`config.mk`:
```
export PLATFORM = sky130hd
export DESIGN_NAME = region_color_tracker
export DESIGN_NICKNAME = d
export VERILOG_FILES = /design/src/rtl/color_tracker_pkg.sv /design/src/rtl/region_decoder.sv /design/src/rtl/region_color_tracker.sv
export SDC_FILE = /design/constraint.sdc
export NUM_CORES = 1
export LEC_CHECK = 0
export ABC_AREA = 1
export BUFFER_PORTS_ARGS = -buffer_cell sky130_fd_sc_hd__buf_2
export CAP_MARGIN = 10
export CORE_UTILIZATION = 45
export CTS_CLUSTER_SIZE = 28
export DETAILED_ROUTE_END_ITERATION = 10
export SLEW_MARGIN = 20
export SYNTH_ARGS = -nofsm -noshare
export SYNTH_HDL_FRONTEND = slang
export SYNTH_HIERARCHICAL = 1
export SYNTH_SLANG_ARGS = --single-unit
```
`constraint.sdc`:
```
create_clock -name clk -period 9.55 [get_ports clk]
set_input_delay 2.865 -clock clk [delete_from_list [all_inputs] [get_ports clk]]
set_output_delay 2.865 -clock clk [all_outputs]
set_load 0.01 [all_outputs]
```
`src/rtl/color_tracker_pkg.sv`:
```
// Shared types and defaults for the region colour tracker: FSM states,
// default parameter values and the region index width helper.
package color_tracker_pkg;

  typedef enum logic [1:0] {
    IDLE    = 2'd0,
    ACCUM   = 2'd1,
    SCAN    = 2'd2,
    PUBLISH = 2'd3
  } state_e;

  localparam int DEF_WIDTH         = 640;
  localparam int DEF_HEIGHT        = 480;
  localparam int DEF_NUM_REGIONS   = 4;
  localparam int DEF_THRESHOLD     = 12000;
  localparam int DEF_STABLE_FRAMES = 2;
  localparam int DEF_CNT_W         = 17;

  // Never returns zero so a region index always has at least one bit.
  function automatic int idx_width(input int n);
    return (n <= 2) ? 1 : $clog2(n);
  endfunction

endpackage

```
`src/rtl/region_decoder.sv`:
```
// Maps a pixel column to its vertical strip using a compare chain against
// the strip boundaries; boundary columns belong to the strip on their right.
module region_decoder
  import color_tracker_pkg::*;
#(
  parameter int WIDTH       = DEF_WIDTH,
  parameter int NUM_REGIONS = DEF_NUM_REGIONS
) (
  input  logic [9:0]                          x,
  output logic [idx_width(NUM_REGIONS)-1:0]   index,
  output logic                                in_range
);

  localparam int IDX_W = idx_width(NUM_REGIONS);
  localparam int STRIP = WIDTH / NUM_REGIONS;

  logic [10:0] xExt;

  assign xExt     = {1'b0, x};
  assign in_range = xExt < 11'(WIDTH);

  always_comb begin
    index = '0;
    for (int k = 1; k < NUM_REGIONS; k++) begin
      if (xExt >= 11'(k * STRIP)) index = IDX_W'(k);
    end
  end

endmodule

```
`src/rtl/region_color_tracker.sv`:
```
// Counts matching pixels per vertical strip over a frame, scans for the
// strongest strip and publishes it once it has been stable for enough frames.
module region_color_tracker
  import color_tracker_pkg::*;
#(
  parameter int WIDTH         = DEF_WIDTH,
  parameter int HEIGHT        = DEF_HEIGHT,
  parameter int NUM_REGIONS   = DEF_NUM_REGIONS,
  parameter int THRESHOLD     = DEF_THRESHOLD,
  parameter int STABLE_FRAMES = DEF_STABLE_FRAMES,
  parameter int CNT_W         = DEF_CNT_W
) (
  input  logic                                clk,
  input  logic                                reset,
  input  logic                                enable,
  input  logic                                pixel_valid,
  input  logic                                eh_verde,
  input  logic [9:0]                          x,
  input  logic [9:0]                          y,
  output logic [NUM_REGIONS-1:0]              region_hit,
  output logic [idx_width(NUM_REGIONS)-1:0]   best_region,
  output logic                                best_valid,
  output logic [CNT_W-1:0]                    best_count,
  output logic                                frame_done
);

  localparam int               IDX_W   = idx_width(NUM_REGIONS);
  localparam logic [CNT_W-1:0] CNT_MAX = {CNT_W{1'b1}};
  localparam logic [CNT_W-1:0] THR     = CNT_W'(THRESHOLD);
  localparam logic [3:0]       STABLE  = 4'(STABLE_FRAMES);

  state_e                 state_q, state_d;
  logic [CNT_W-1:0]       cnt_q [NUM_REGIONS];
  logic [CNT_W-1:0]       cnt_d [NUM_REGIONS];
  logic [IDX_W-1:0]       scanIdx_q, scanIdx_d;
  logic [CNT_W-1:0]       max_q, max_d;
  logic [IDX_W-1:0]       maxIdx_q, maxIdx_d;
  logic [NUM_REGIONS-1:0] hit_q, hit_d;
  logic [3:0]             stab_q, stab_d;
  logic                   prevValid_q, prevValid_d;
  logic [IDX_W-1:0]       prevIdx_q, prevIdx_d;
  logic [NUM_REGIONS-1:0] regionHit_q, regionHit_d;
  logic [IDX_W-1:0]       bestRegion_q, bestRegion_d;
  logic                   bestValid_q, bestValid_d;
  logic [CNT_W-1:0]       bestCount_q, bestCount_d;

  logic [IDX_W-1:0] pixIdx;
  logic             pixInX;
  logic             isFirst, isLast, hitPix;
  logic [CNT_W-1:0] scanCnt, scanMax;
  logic [IDX_W-1:0] scanMaxIdx;
  logic             takeIt;

  region_decoder #(
    .WIDTH       (WIDTH),
    .NUM_REGIONS (NUM_REGIONS)
  ) u_decoder (
    .x        (x),
    .index    (pixIdx),
    .in_range (pixInX)
  );

  assign isFirst = pixel_valid && (x == 10'd0) && (y == 10'd0);
  assign isLast  = pixel_valid && (x == 10'(WIDTH - 1)) && (y == 10'(HEIGHT - 1));
  assign hitPix  = pixel_valid && eh_verde && pixInX && ({1'b0, y} < 11'(HEIGHT));

  // Running maximum; strict greater-than keeps the lowest index on ties.
  assign scanCnt    = cnt_q[scanIdx_q];
  assign takeIt     = (scanIdx_q == '0) || (scanCnt > max_q);
  assign scanMax    = takeIt ? scanCnt : max_q;
  assign scanMaxIdx = takeIt ? scanIdx_q : maxIdx_q;

  always_comb begin
    state_d      = state_q;
    cnt_d        = cnt_q;
    scanIdx_d    = scanIdx_q;
    max_d        = max_q;
    maxIdx_d     = maxIdx_q;
    hit_d        = hit_q;
    stab_d       = stab_q;
    prevValid_d  = prevValid_q;
    prevIdx_d    = prevIdx_q;
    regionHit_d  = regionHit_q;
    bestRegion_d = bestRegion_q;
    bestValid_d  = bestValid_q;
    bestCount_d  = bestCount_q;

    case (state_q)
      IDLE, ACCUM: begin
        if (isFirst) begin
          for (int i = 0; i < NUM_REGIONS; i++) cnt_d[i] = '0;
        end
        if ((state_q == ACCUM || isFirst) && hitPix && cnt_d[pixIdx] != CNT_MAX) begin
          cnt_d[pixIdx] = cnt_d[pixIdx] + CNT_W'(1);
        end
        if (isFirst) begin
          state_d = ACCUM;
        end else if (state_q == ACCUM && isLast) begin
          state_d   = SCAN;
          scanIdx_d = '0;
        end
      end

      SCAN: begin
        max_d            = scanMax;
        maxIdx_d         = scanMaxIdx;
        hit_d[scanIdx_q] = scanCnt > THR;
        scanIdx_d        = scanIdx_q + IDX_W'(1);
        // Results are registered on the way into PUBLISH so they are
        // visible in the same cycle frame_done pulses.
        if (scanIdx_q == IDX_W'(NUM_REGIONS - 1)) begin
          state_d     = PUBLISH;
          regionHit_d = hit_d;
          bestCount_d = scanMax;
          if (scanMax > THR) begin
            if (prevValid_q && prevIdx_q == scanMaxIdx) begin
              stab_d = (stab_q >= STABLE) ? STABLE : stab_q + 4'd1;
            end else begin
              stab_d = 4'd1;
            end
            prevValid_d = 1'b1;
            prevIdx_d   = scanMaxIdx;
            if (stab_d == STABLE) begin
              bestRegion_d = scanMaxIdx;
              bestValid_d  = 1'b1;
            end
          end else begin
            stab_d      = 4'd0;
            prevValid_d = 1'b0;
            bestValid_d = 1'b0;
          end
        end
      end

      PUBLISH: state_d = IDLE;

      default: state_d = IDLE;
    endcase
  end

  always_ff @(posedge clk) begin
    if (reset || !enable) begin
      state_q      <= IDLE;
      for (int i = 0; i < NUM_REGIONS; i++) cnt_q[i] <= '0;
      scanIdx_q    <= '0;
      max_q        <= '0;
      maxIdx_q     <= '0;
      hit_q        <= '0;
      stab_q       <= '0;
      prevValid_q  <= 1'b0;
      prevIdx_q    <= '0;
      regionHit_q  <= '0;
      bestRegion_q <= '0;
      bestValid_q  <= 1'b0;
      bestCount_q  <= '0;
    end else begin
      state_q      <= state_d;
      for (int i = 0; i < NUM_REGIONS; i++) cnt_q[i] <= cnt_d[i];
      scanIdx_q    <= scanIdx_d;
      max_q        <= max_d;
      maxIdx_q     <= maxIdx_d;
      hit_q        <= hit_d;
      stab_q       <= stab_d;
      prevValid_q  <= prevValid_d;
      prevIdx_q    <= prevIdx_d;
      regionHit_q  <= regionHit_d;
      bestRegion_q <= bestRegion_d;
      bestValid_q  <= bestValid_d;
      bestCount_q  <= bestCount_d;
    end
  end

  assign region_hit  = regionHit_q;
  assign best_region = bestRegion_q;
  assign best_valid  = bestValid_q;
  assign best_count  = bestCount_q;
  assign frame_done  = (state_q == PUBLISH);

endmodule

```
== Word-level counts from Yosys, hierarchy flattened ==
Cells that the tools add are included.
Word-level totals
  ROM bits: 0
  memories: 0
  bits in writable memories: 0
  input port bits: 25
  output and inout port bits: 25
  latch bits: 0
  flip-flop bits (word level): 126
Operators by class
  muxes and demuxes: 36
  $mul: 0
  reductions and logical operators: 29
  bitwise gates (word level): 2
  shift-type cells: 0
  $add $sub $neg: 3
  equality and inequality tests: 14
  magnitude comparators: 14
  divide/modulo/power cells: 0
Operator list (count)
  $mux 68: 3
  $mux 17: 6
  $bmux 17 s2: 2
  $bwmux 68: 1
  $demux 17 s2: 1
  $gt 17x14->1 const B: 2
  $mux 4: 6
  $ge 10x9->1 const B: 2
  $logic_not 10->1: 2
  $add 17x1->17 const B: 1
  $gt 17x17->1: 1
  $ne 17x17->1 const B: 1
  $mux 2: 8
  $logic_and 1x1->1: 13
  $eq 10x10->1 const B: 1
  $eq 10x9->1 const B: 1
  $ge 10x8->1 const B: 1
  $lt 10x10->1 const B: 1
  $lt 10x9->1 const B: 1
  $reduce_and 3->1: 3
  $eq 2x2->1 const B: 3
  $ge 3x3->1 const B: 2
  $ne 2x2->1 const B: 3
  $not 2->3: 2
  23 further kinds: 31

== Logic depth before layout (Yosys ltp) ==
Gate-level depths: netlist of the first run.
  word-level depth: 16
  gate-level depth with buffers: 30
  gate-level depth less buffers: 27

== Hierarchy ==
The synthesis of the first run kept the hierarchy.
By module, submodules not included
  region_color_tracker: times used 1, cells each 1335, area each 8455.6 um^2
  region_decoder: times used 1, cells each 16, area each 65.1 um^2

== Least setup slack after synthesis of the first run ==
No wires, ideal clock.
  path type: input -> register
  start: in x[8]
  end: reg cnt_q[10] (netlist name)
  required time: 9.431 ns
  stages on the path: 22
  library setup time: 0.119 ns
  buffers on the path: 2
  setup slack: 3.579 ns
  data arrival time: 5.852 ns
  path through: nor2_2 nand3_1 nand2_1 nand2_1 nand2_1 inv_2 buf_2 nand3_1 nand4_2 ha_1 nand4_2 inv_2 nand3_1 nor3_1 ha_1 nor4_1 nand3_4 nor2_4 inv_2 buf_2 a31oi_1 a21oi_1
Between the ends
  cells in the longest elaborated chain, start to end: 11
RTL lines
  from (decl): RTL line region_color_tracker.sv:18  | input logic [9:0] x,
  $ge 10x8->1: RTL line region_decoder.sv:25  | if (xExt >= 11'(k * STRIP)) index = IDX_W'(k);
  $mux 1: RTL line region_decoder.sv:25
  $mux 2: RTL line region_decoder.sv:25
  $mux 2 *: RTL line region_decoder.sv:25
  named net pixIdx[0]: RTL line region_color_tracker.sv:47  | logic [IDX_W-1:0] pixIdx;
  $not 2->3 (implied by the code) *: RTL line region_color_tracker.sv:93, region_color_tracker.sv:94
  $bmux 17 s2 (tied with other cells): RTL line region_color_tracker.sv:93, region_color_tracker.sv:94
  $mux 17 (implied by the code) or $logic_and 1x1->1 (tied branches): RTL line region_color_tracker.sv:93, region_color_tracker.sv:94
  $mux 17, on equally long branches: RTL line region_color_tracker.sv:93, region_color_tracker.sv:94
  $add 17x1->17 (tied with other cells): RTL line region_color_tracker.sv:94  | cnt_d[pixIdx] = cnt_d[pixIdx] + CNT_W'(1);
  $bwmux 68 or $logic_and 1x1->1 (tied branches): RTL line region_color_tracker.sv:94, region_color_tracker.sv:93
  $mux 68 *: RTL line region_color_tracker.sv:93  | if ((state_q == ACCUM || isFirst) && hitPix && cnt_d[pixIdx] != CNT_MAX) begin
  to (decl): RTL line region_color_tracker.sv:33  | logic [CNT_W-1:0] cnt_q [NUM_REGIONS];
The timed path passes the listed nets; every way through them passes the cells marked *. The select of a mux whose other input is x is not followed.
A chain may end at the register's enable or synchronous reset.

== Final worst setup path of the first run ==
  start: in x[0]
  end: reg cnt_q[51] (netlist name)
Between the ends
  cells in the longest elaborated chain, start to end: 11
RTL lines (RTL line)
  $ge 10x8->1 or $logic_not 10->1 (tied branches): region_decoder.sv:25, region_color_tracker.sv:63
  $mux 1 or $logic_and 1x1->1 (tied branches): region_decoder.sv:25, region_color_tracker.sv:63
  $mux 2 or $logic_and 1x1->1 (tied branches): region_decoder.sv:25, region_color_tracker.sv:63
  $mux 2 or $mux 68 (tied branches): region_decoder.sv:25, region_color_tracker.sv:90
  $not 2->3 (implied by the code) or $mux 68 (tied branches): region_color_tracker.sv:93, region_color_tracker.sv:94, region_color_tracker.sv:88
  $bmux 17 s2 (tied with other cells): region_color_tracker.sv:93, region_color_tracker.sv:94
  $mux 17 (implied by the code) or $logic_and 1x1->1 (tied branches): region_color_tracker.sv:93, region_color_tracker.sv:94
  $mux 17, on equally long branches: region_color_tracker.sv:93, region_color_tracker.sv:94
  $add 17x1->17 (tied with other cells): region_color_tracker.sv:94
  $bwmux 68 or $logic_and 1x1->1 (tied branches): region_color_tracker.sv:94, region_color_tracker.sv:93
  $mux 68 *: region_color_tracker.sv:93
Every way passes the cells marked *; elsewhere a longest branch is shown, timed or not. The select of a mux whose other input is x is not followed.

==> results.py, run 1 <==
metrics = {
    "global_routing": {
        "overflow": 0,
        "grt_start_max_net_pins": 98,
        "grt_pass1_wl_um": 43900,
        "grt_pass1_vias": 8325,
        "antenna_found_initial": 0,
        "grt_use_total": 0.285,
    },
    "floorplan": {
        "fp.dieH_um": 140,
        "die_x_um": 140,
        "num_rows": 49,
        "dieArea_um2": 19500,
        "core_area_um2": 18300,
        "num_io_pins": 50,
        "start_util": 0.466,
    },
    "critical_path": {
        "r2r_start": "scanIdx_q[0]",
        "crit_path_end_kind": "register",
        "reg2regPathDepth": 22,
        "startpoint_type": "input port",
        "cp_max_fo": 65,
        "critPathKind": "in2reg",
        "r2r_setup_slack_ns": 5.35,
        "critical_path_required_ns": 9.88,
        "arrival_ns": 7.79,
        "r2r_end": "best_region[1]",
    },
    "power_and_ir_drop": {
        "peakVddDrop_mv": 0.112,
        "clkPwrFrac": 0.535,
        "switching_share": 0.275,
        "seqPwrFrac": 0.415,
        "p_leak_nw": 4.20,
        "p_total_w": 0.00126,
        "p_switching_w": 0.000346,
        "internal-power_w": 0.000911,
        "p_per_area_nw_per_um2": 134,
        "power_frac_comb": 0.050,
    },
    "synth": {
        "synth_area_leaders": "dfxtp_1 (29%), nand2_1 (15%), nand3_1 (6.8%)",
        "synthArstFlopShare": 0,
        "synthFlopType": "dfxtp_1",
        "synth-seq-cells": 125,
        "yosys.area.top_type": "dfxtp_1",
        "avgSynthCellArea_um2": 6.31,
        "synth.distinct_cells": 42,
        "syn_nets": 1401,
        "ys_seq_area_frac": 0.294,
        "synth_edf_count": 0,
        "yosys_warnings": 6,
        "yosysTopAreaCellShare": 0.294,
        "netlist_area_um2": 8520,
        "synth_cells": 1351,
    },
    "clock_network": {
        "insertion_delay_ns": 0.44,
        "cts_tree": "built",
        "cts_root_buffer": "clkbuf_16",
        "clkTransAtPathRegs_ns": 0.07,
        "cts-buffers-inserted": 17,
        "clock-sinks": 125,
        "cts_setup_buffers": 0,
        "post_cts_resized": 0,
        "htreeDepth": 4,
        "cts.hold.buffers_added": 0,
        "clock_path_buffers": 2,
    },
    "detailed_routing": {
        "first_iter_violations": 667,
        "vias_per_cell": 5.64,
        "wl_per_cell_um": 16.8,
        "wl_um": 26800,
        "detailroute.via_count": 8983,
        "drtAntennaViolNets": 0,
        "drc_errors": 0,
        "drtPass1Iterations": 5,
    },
    "timing": {
        "period_needed_ns": 7.47,
        "rsz0062_at_grt": "no",
        "fin_tns_setup_ns": 0,
        "finClkSkew_ns": 0.0130,
        "max_freq_mhz": 134,
        "timing.slew.headroom": 0.248,
        "hold_viol": 0,
        "hold_ws_ns": 0.446,
        "tightest_slew_ns": 1.13,
        "setup_viol": 0,
        "finalCritPeriodShare": 0.782,
        "slew_viol_final": 0,
    },
    "cells_and_area": {
        "final_cell_count_no_fill": 1594,
        "area_delta_synth_final_pct": 9.97,
        "fillCellCount": 1862,
        "multiInputGateArea_um2": 5020,
        "drive_gt1_frac": 0.120,
        "ff_latch_area_um2": 2500,
        "fin_nets": 1402,
        "diodes": 0,
    },
    "worst_hold_path": {
        "min_path_cells": 2,
        "hp-class": "reg2reg",
        "min_from": "best_valid",
        "hold_end": "best_valid",
    },
    "outcome": {
        "outcome": "complete, no violations",
    },
    "placement": {
        "place_congestion": 0.860,
        "port_buffers": 49,
        "numPlacedInstances": 1562,
        "hpwlAfterDp_um": 17000,
    },
    "job": {
        "cap_violations": 0,
    },
}
==> synth_stat cells (25+ instances only) <==
cell type and count:
nand2_1 337, inv_1 149, dfxtp_1 125, nand3_1 115, a21oi_1 114, o21ai_0 113
nor2_1 93, a31oi_1 41, clkbuf_1 39, buf_2 27, ha_1 25
==> worst max-delay path, stage by stage <==
cell     delay (ns)
buf_2          0.11
nor4_2         0.37
nand4_4        0.83
buf_4          0.53
nand3_1        0.08
o21ai_1        0.10
nor2_4         0.22
inv_2          0.06
nand2_1        0.06
nor2_1         0.06
nand4_2        0.12
inv_2          0.04
nand3_1        0.06
nor3_1         0.07
ha_1           0.21
nor4_1         0.44
nand3_4        0.20
nor2_4         0.47
inv_2          0.38
nor2_1         0.19
a21oi_1        0.05
o21ai_0        0.17
inv_1          0.05
==> state kept, by name (all words and copies together) (netlist names) <==
name	flops
hit_q	3
scanIdx_q	2
prevIdx_q	2
max_q	17
stab_q	4
prevValid_q	1
cnt_q	68
state_q	2
best_region	2
maxIdx_q	2
region_hit	4
best_valid	1
best_count	17
==> power groups by stage <==
stage / registers [W] / clock network, W / logic (W)
3_5_place_dp: 0.000533 / 0 / 0.0000627
5_1_grt: 0.000521 / 0.000704 / 0.0000698
2_1_floorplan: 0.000533 / 0 / 0.0000399
6_report: 0.000521 / 0.000672 / 0.0000633
4_1_cts: 0.000521 / 0.000680 / 0.0000627
3_3_place_gp: 0.000533 / 0 / 0.0000626
==> area by class of cell <==
type	instances	share of cell area
multi-input cells	979	0.536
flip-flops and latches	125	0.267
inverters	168	0.0673
clock buffers	17	0.0454
repair buffers	61	0.0358
well taps	229	0.0306
clock inverters	15	0.0176
==> cells by family (layout without fill, tap and decap cells) <==
kind of cell | Yosys count | after routing | share of synthesized area
buffers and inverters | 247 | 261 | 0.119
adders and majority gates | 25 | 25 | 0.0367
and+or+nand+nor | 621 | 621 | 0.328
xor gates and xnor gates | 5 | 5 | 0.00778
AOI/OAI and AO/OA | 328 | 328 | 0.215
DFF | 125 | 125 | 0.294
==> worst max path at each step <==
stage          startpoint        end  cells after the start
4_1_cts              x[0]  cnt_q[51]                     23
5_1_grt              y[9]  cnt_q[51]                     25
2_1_floorplan        x[8]  cnt_q[10]                     22
6_report             x[0]  cnt_q[51]                     23
3_3_place_gp         x[0]  cnt_q[51]                     23
3_5_place_dp         x[0]  cnt_q[51]                     23
==> routing by layer <==
layer  global-route usage  routed length, um  vias to the layer above  part of all wire
li1                     -                  -                     4479                 -
met1                0.396              12800                     4138              0.48
met2                0.431              11500                      313              0.43
met3               0.0516               1830                       53             0.068
met4                0.123                728                        0             0.027
met5                    0                  0                        -                 0
==> metrics by stage <==
| step | area [um^2] | setup WS, ns | utilization |
|---|---|---|---|
| 2_1_floorplan | 8520 | 3.58 | - |
| 3_3_place_gp | 8780 | 1.79 | 0.481 |
| 3_5_place_dp | 8780 | 1.73 | 0.481 |
| 4_1_cts | 9370 | 2.15 | 0.513 |
| 5_1_grt | 9370 | 1.65 | 0.513 |
| 6_report | 9370 | 2.08 | 0.513 |
==> cell usage in the layout, fill, tap and decap left out, types with 5 or more instances in the layout <==
cell / count
dfxtp_1: 124
ha_1: 25
inv_1: 147
o221ai_1: 8
nor4_1: 6
nor2_1: 91
nor2_2: 14
o21bai_1: 13
a31oi_1: 41
clkbuf_16: 17
nand4_1: 17
nand2_2: 9
inv_6: 5
a21oi_1: 114
o211ai_1: 13
nor3_1: 8
o21ai_0: 113
nor2_4: 10
nand3_1: 115
a32oi_1: 6
inv_8: 6
inv_2: 19
nand2_1: 337
buf_2: 49
o21ai_1: 11
buf_4: 12
Power figures use the tool's default switching activity.
==> run 2: changes to the inputs <==
ABC_AREA = 0   (was 1)
clock period = 7.5 ns   (was 9.55 ns; I/O delays follow)
==> run 2 against run 1 <==
  * Routed wire length down 36%
  * First-iteration DRC count shrank 29%
  * Sequential share of layout area increased by 6.3 points
  * Largest cell class unchanged
==> results.py, run 2 <==
metrics = {
    "outcome": {
        "outcome": "complete, no violations",
    },
    "critical_path": {
        "crit_path_end_kind": "register",
        "r2r_start": "scanIdx_q[0]",
        "critical_path_required_ns": 7.86,
        "critPathKind": "in2reg",
        "startpoint_type": "input port",
        "cp_max_fo": 10,
        "crit_path_start": "x[3]",
        "arrival_ns": 6.57,
        "r2r_setup_slack_ns": 2.39,
        "r2r_end": "stab_q[2]",
        "reg2regPathDepth": 11,
    },
    "global_routing": {
        "use_met1": 0.324,
        "grt_pass1_vias": 5373,
        "overflow": 0,
        "grt_start_max_net_pins": 73,
        "grt_util_met2": 0.374,
        "grt_pass1_wl_um": 27900,
        "grtUsageMet3": 0.0540,
        "antenna_found_initial": 0,
        "grt-busiest-layer": "met2",
        "grt_use_total": 0.244,
    },
    "cells_and_area": {
        "diodes": 0,
        "most-common-layout-cells": "dfxtp_1 (125), nor2_1 (113), a22oi_1 (58), buf_2 (49), nand2_1 (40)",
        "area_delta_synth_final_pct": 14.9,
        "drive_gt1_frac": 0.176,
        "regMostFlops": "cnt_q",
        "fillCellCount": 1264,
        "final_cell_count_no_fill": 941,
        "largest_reg_flops": 68,
        "final_common_cell": "dfxtp_1",
        "fin_nets": 802,
    },
    "clock_network": {
        "htreeDepth": 4,
        "clock_path_buffers": 2,
        "insertion_delay_ns": 0.42,
        "cts-buffers-inserted": 17,
        "cts_setup_buffers": 0,
        "cts_root_buffer": "clkbuf_16",
        "cts.hold.buffers_added": 0,
        "clkTransAtPathRegs_ns": 0.05,
        "clock-sinks": 125,
        "cts_tree": "built",
        "post_cts_resized": 0,
    },
    "synth": {
        "synth_edf_count": 0,
        "ys_seq_area_frac": 0.379,
        "synth.distinct_cells": 55,
        "yosys_warnings": 6,
        "synthTopCellsByCount": "dfxtp_1 (125), nor2_1 (113), a22oi_1 (58)",
        "synthArstFlopShare": 0,
        "syn_nets": 760,
        "synth_area_leaders": "dfxtp_1 (38%), mux4_2 (9.9%), a22oi_1 (6.6%)",
        "yosys.area.top_type": "dfxtp_1",
        "synth_most_common_cell": "dfxtp_1",
        "avgSynthCellArea_um2": 9.30,
        "synth_cells": 710,
        "netlist_area_um2": 6610,
        "synthFlopType": "dfxtp_1",
        "yosysTopAreaCellShare": 0.379,
        "synth-seq-cells": 125,
    },
    "floorplan": {
        "die_x_um": 123,
        "core_area_um2": 14100,
        "fp.dieH_um": 123,
        "dieArea_um2": 15200,
        "num_rows": 43,
        "num_io_pins": 50,
        "start_util": 0.469,
    },
    "detailed_routing": {
        "wl_um": 17200,
        "drtPass1Iterations": 5,
        "drtAntennaViolNets": 0,
        "drc_errors": 0,
        "vias_per_cell": 6.05,
        "detailroute.via_count": 5693,
        "first_iter_violations": 473,
        "wl_per_cell_um": 18.2,
    },
    "timing": {
        "timing.slew.headroom": 0.330,
        "slew_viol_final": 0,
        "hold_ws_ns": 0.459,
        "fin_tns_setup_ns": 0,
        "hold_viol": 0,
        "tightest_slew_ns": 0.980,
        "max_freq_mhz": 161,
        "layout_setup_ws_ns": 1.28,
        "setup_viol": 0,
        "rsz0062_at_grt": "no",
        "finalCritPeriodShare": 0.829,
        "finClkSkew_ns": 0.0128,
        "period_needed_ns": 6.22,
    },
    "power_and_ir_drop": {
        "p_leak_nw": 2.75,
        "p_per_area_nw_per_um2": 191,
        "peakVddDrop_mv": 0.149,
    },
    "placement": {
        "place_congestion": 0.843,
        "numPlacedInstances": 913,
        "hpwlAfterDp_um": 11800,
        "place_ws_ns": 0.849,
        "port_buffers": 49,
    },
    "worst_hold_path": {
        "hp-class": "reg2reg",
        "min_path_cells": 2,
        "hold_end": "maxIdx_q[0]",
        "min_from": "maxIdx_q[0]",
    },
    "job": {
        "cap_violations": 0,
    },
}
-- run 2: changes by cell type after synthesis, sizes merged, moves of 41 or more --
cell / change
nand2: -308
inv: -143
o21ai: -109
nand3: -86
a21oi: -75
a22oi: +57
a31oi: -41
-- run 2: cell families (layout without fill, tap and decap cells) --
family	Yosys count	count (layout)	synth area share
adder cells (fa/ha/maj)	25	25	0.0474
AO/OA/AOI/OAI	169	169	0.182
flip-flops	125	125	0.379
multiplexers	57	57	0.154
XOR/XNOR	13	13	0.0172
AND/OR/NAND/NOR	250	250	0.177
buffers and inverters	71	122	0.0434
-- run 2: worst max-delay path by stage --
stage,end,slack [ns],depth (start not counted)
after floorplan,cnt_q[10],1.33,20
after global placement,cnt_q[67],0.93,18
after detailed placement,cnt_q[67],0.85,18
after CTS,cnt_q[67],1.27,18
after global routing,cnt_q[63],0.89,18
final,cnt_q[67],1.28,18
-- run 2: routing by layer --
| metal | up-vias | wire length (um) |
|---|---|---|
| li1 | 2743 | - |
| met1 | 2713 | 7710 |
| met2 | 198 | 7850 |
| met3 | 39 | 1130 |
| met4 | 0 | 487 |
| met5 | - | 0 |
-- run 2: area by class of cell --
cell class / instances / area (um^2) / area share
inverters: 23 / 86.3 / 0.0114
repair buffers: 71 / 410 / 0.0541
multi-input cells: 514 / 3840 / 0.506
clock buffers: 26 / 489 / 0.0645
clock inverters: 2 / 35.0 / 0.00462
well taps: 180 / 225 / 0.0297
flip-flops and latches: 125 / 2500 / 0.330
-- run 2: through the flow --
stage / utilization / power (W) / instance area, um^2
2_1_floorplan: - / 0.000703 / 6610
3_3_place_gp: 0.501 / 0.000718 / 7060
3_5_place_dp: 0.501 / 0.000719 / 7060
4_1_cts: 0.538 / 0.00147 / 7590
5_1_grt: 0.538 / 0.00150 / 7590
6_report: 0.538 / 0.00145 / 7590
-- run 2: report_power, final --
group	switching, W	internal, W
sequential	0.00000000000241	0.000665
clock	0.000274	0.000473
combinational	0.0000260	0.0000140
total	0.000300	0.00115
-- run 2: critical path, cell delays in order --
cell and delay [ns]:
buf_2 0.10, or4_1 0.50, nor3_1 0.39, and4b_1 0.44
nand2b_1 0.25, inv_1 0.07, ha_1 0.20, nand3_1 0.18
a211o_1 0.17, nor4b_1 0.07, ha_1 0.21, a211oi_1 0.18
o21ai_1 0.17, or2_1 0.30, nor3_2 0.53, buf_4 0.33
a22oi_1 0.11, nor2_1 0.11
==> run 3: changes to the inputs <==
ABC_AREA = 1   (was 0)
clock period = 5.05 ns   (was 7.5 ns; I/O delays follow)
==> run 3 against run 2 <==
  * First-iteration DRC count is 110% higher
  * Clock power is 68% higher
  * Register-to-register slack worse by 1.4 ns
  * Via count is 59% higher
  * Final area is 27% higher
  * Clock skew is 0.00055 ns higher
  * Sequential power is 48% higher
  * Combinational power grew to 3.2 times the previous value
  * Critical path type unchanged
==> results.py, run 3 (synthesis results as in run 1) <==
metrics = {
    "critical_path": {
        "r2r_start": "scanIdx_q[0]",
        "reg2regPathDepth": 22,
        "startpoint_type": "input port",
        "r2r_setup_slack_ns": 0.98,
        "cp_max_fo": 18,
        "r2r_end": "best_region[1]",
        "arrival_ns": 4.88,
        "critPathKind": "in2reg",
        "critical_path_required_ns": 5.38,
        "crit_path_end_kind": "register",
    },
    "global_routing": {
        "grt_pass1_vias": 8129,
        "antenna_found_initial": 0,
        "grt_pass1_wl_um": 43200,
        "grt_start_max_net_pins": 97,
        "grt_use_total": 0.283,
        "overflow": 0,
    },
    "detailed_routing": {
        "wl_per_cell_um": 16.4,
        "vias_per_cell": 5.55,
        "met1_length_um": 12900,
        "detailroute.via_count": 9026,
        "dr.max_layer_used": "met4",
        "dr_wl_met3_um": 1890,
        "first_iter_violations": 974,
        "wl_um": 26700,
        "drc_errors": 0,
        "drtAntennaViolNets": 0,
        "met2_length_um": 11300,
        "drtPass1Iterations": 5,
    },
    "placement": {
        "hpwlAfterDp_um": 18300,
        "port_buffers": 49,
        "place_congestion": 0.906,
    },
    "cells_and_area": {
        "area_delta_synth_final_pct": 13.4,
        "most-common-layout-cells": "nand2_1 (337), inv_1 (147), dfxtp_1 (124), nand3_1 (115), a21oi_1 (114)",
        "drive_gt1_frac": 0.140,
        "largest_reg_flops": 68,
        "ff_latch_area_um2": 2500,
        "regMostFlops": "cnt_q",
        "fin_nets": 1435,
        "diodes": 0,
        "final_common_cell": "nand2_1",
        "multiInputGateArea_um2": 5020,
        "fillCellCount": 1886,
    },
    "worst_hold_path": {
        "min_path_cells": 2,
        "min_from": "best_valid",
        "hold_end": "best_valid",
        "hp-class": "reg2reg",
    },
    "clock_network": {
        "clkTransAtPathRegs_ns": 0.07,
        "cts_tree": "built",
        "cts.hold.buffers_added": 0,
        "clock_path_buffers": 2,
        "cts_root_buffer": "clkbuf_16",
        "cts_setup_buffers": 0,
        "insertion_delay_ns": 0.44,
        "cts-buffers-inserted": 17,
        "clock-sinks": 125,
        "htreeDepth": 4,
        "post_cts_resized": 0,
    },
    "floorplan": {
        "start_util": 0.466,
        "num_rows": 49,
        "die_x_um": 140,
        "dieArea_um2": 19500,
        "core_area_um2": 18300,
        "fp.dieH_um": 140,
        "num_io_pins": 50,
    },
    "power_and_ir_drop": {
        "p_per_area_nw_per_um2": 246,
        "p_total_w": 0.00237,
        "p_leak_nw": 4.38,
        "peakVddDrop_mv": 0.212,
    },
    "job": {
        "cap_violations": 0,
    },
    "timing": {
        "hold_viol": 0,
        "slew_viol_final": 0,
        "fin_tns_setup_ns": 0,
        "finClkSkew_ns": 0.0133,
        "setup_viol": 0,
        "period_needed_ns": 4.56,
        "finalCritPeriodShare": 0.902,
        "timing.slew.headroom": 0.281,
        "rsz0062_at_grt": "no",
        "max_freq_mhz": 220,
        "tightest_slew_ns": 1.08,
    },
    "outcome": {
        "outcome": "complete, no violations",
    },
}
==> run 3: worst max-delay path by stage <==
stage	start	end	slack (ns)	cells past startpoint
2_1_floorplan	x[8]	cnt_q[10]	0.43	22
3_3_place_gp	x[0]	cnt_q[34]	0.17	22
3_5_place_dp	x[0]	cnt_q[55]	0.11	21
4_1_cts	x[9]	cnt_q[16]	0.56	24
5_1_grt	x[9]	cnt_q[17]	0.12	27
6_report	x[9]	cnt_q[17]	0.49	24
==> run 3: worst max-delay path, stage by stage <==
cell and delay [ns]:
buf_2 0.15, nor2_1 0.06, nand2_1 0.05, nand2_1 0.06, nand2_1 0.06, nand2_1 0.11
nor2_2 0.46, buf_4 0.24, nand3_1 0.12, nand4_1 0.18, nand2_1 0.10, nor2_2 0.16
nand4_2 0.13, inv_2 0.06, nand3_1 0.07, nor3_1 0.19, ha_1 0.18, nor4_1 0.07
nand3_4 0.16, nor2_4 0.06, inv_2 0.35, nor2_1 0.10, o221ai_1 0.18, inv_1 0.05
==> run 3: layout make-up <==
type	instances	share of cell area
Inverter	168	0.0653
Sequential cell	125	0.259
Clock buffer	17	0.0440
Clock inverter	15	0.0180
Tap cell	229	0.0296
Timing Repair Buffer	94	0.0642
Multi-Input combinational cell	979	0.520
==> run 3: through the flow <==
stage	worst slack, ns	hold slack (ns)	utilization	cells	area (um^2)
2_1_floorplan	0.429	0.425	-	1351	8520
3_3_place_gp	0.167	0.431	0.496	1595	9060
4_1_cts	0.562	0.446	0.529	1627	9660
6_report	0.494	0.445	0.529	1627	9660
5_1_grt	0.124	0.464	0.529	1627	9660
3_5_place_dp	0.108	0.435	0.496	1595	9060
==> run 3: where the power goes <==
| group | switching (W) | internal (W) |
|---|---|---|
| combinational | 0.0000878 | 0.0000388 |
| sequential | 0.00000000000369 | 0.000985 |
| clock | 0.000555 | 0.000705 |
| total | 0.000643 | 0.00173 |
==> run 3: layer usage <==
layer | vias up | GRT usage
li1 | 4545 | -
met1 | 4098 | 0.402
met2 | 342 | 0.420
met3 | 41 | 0.0523
met4 | 0 | 0.112
met5 | - | 0
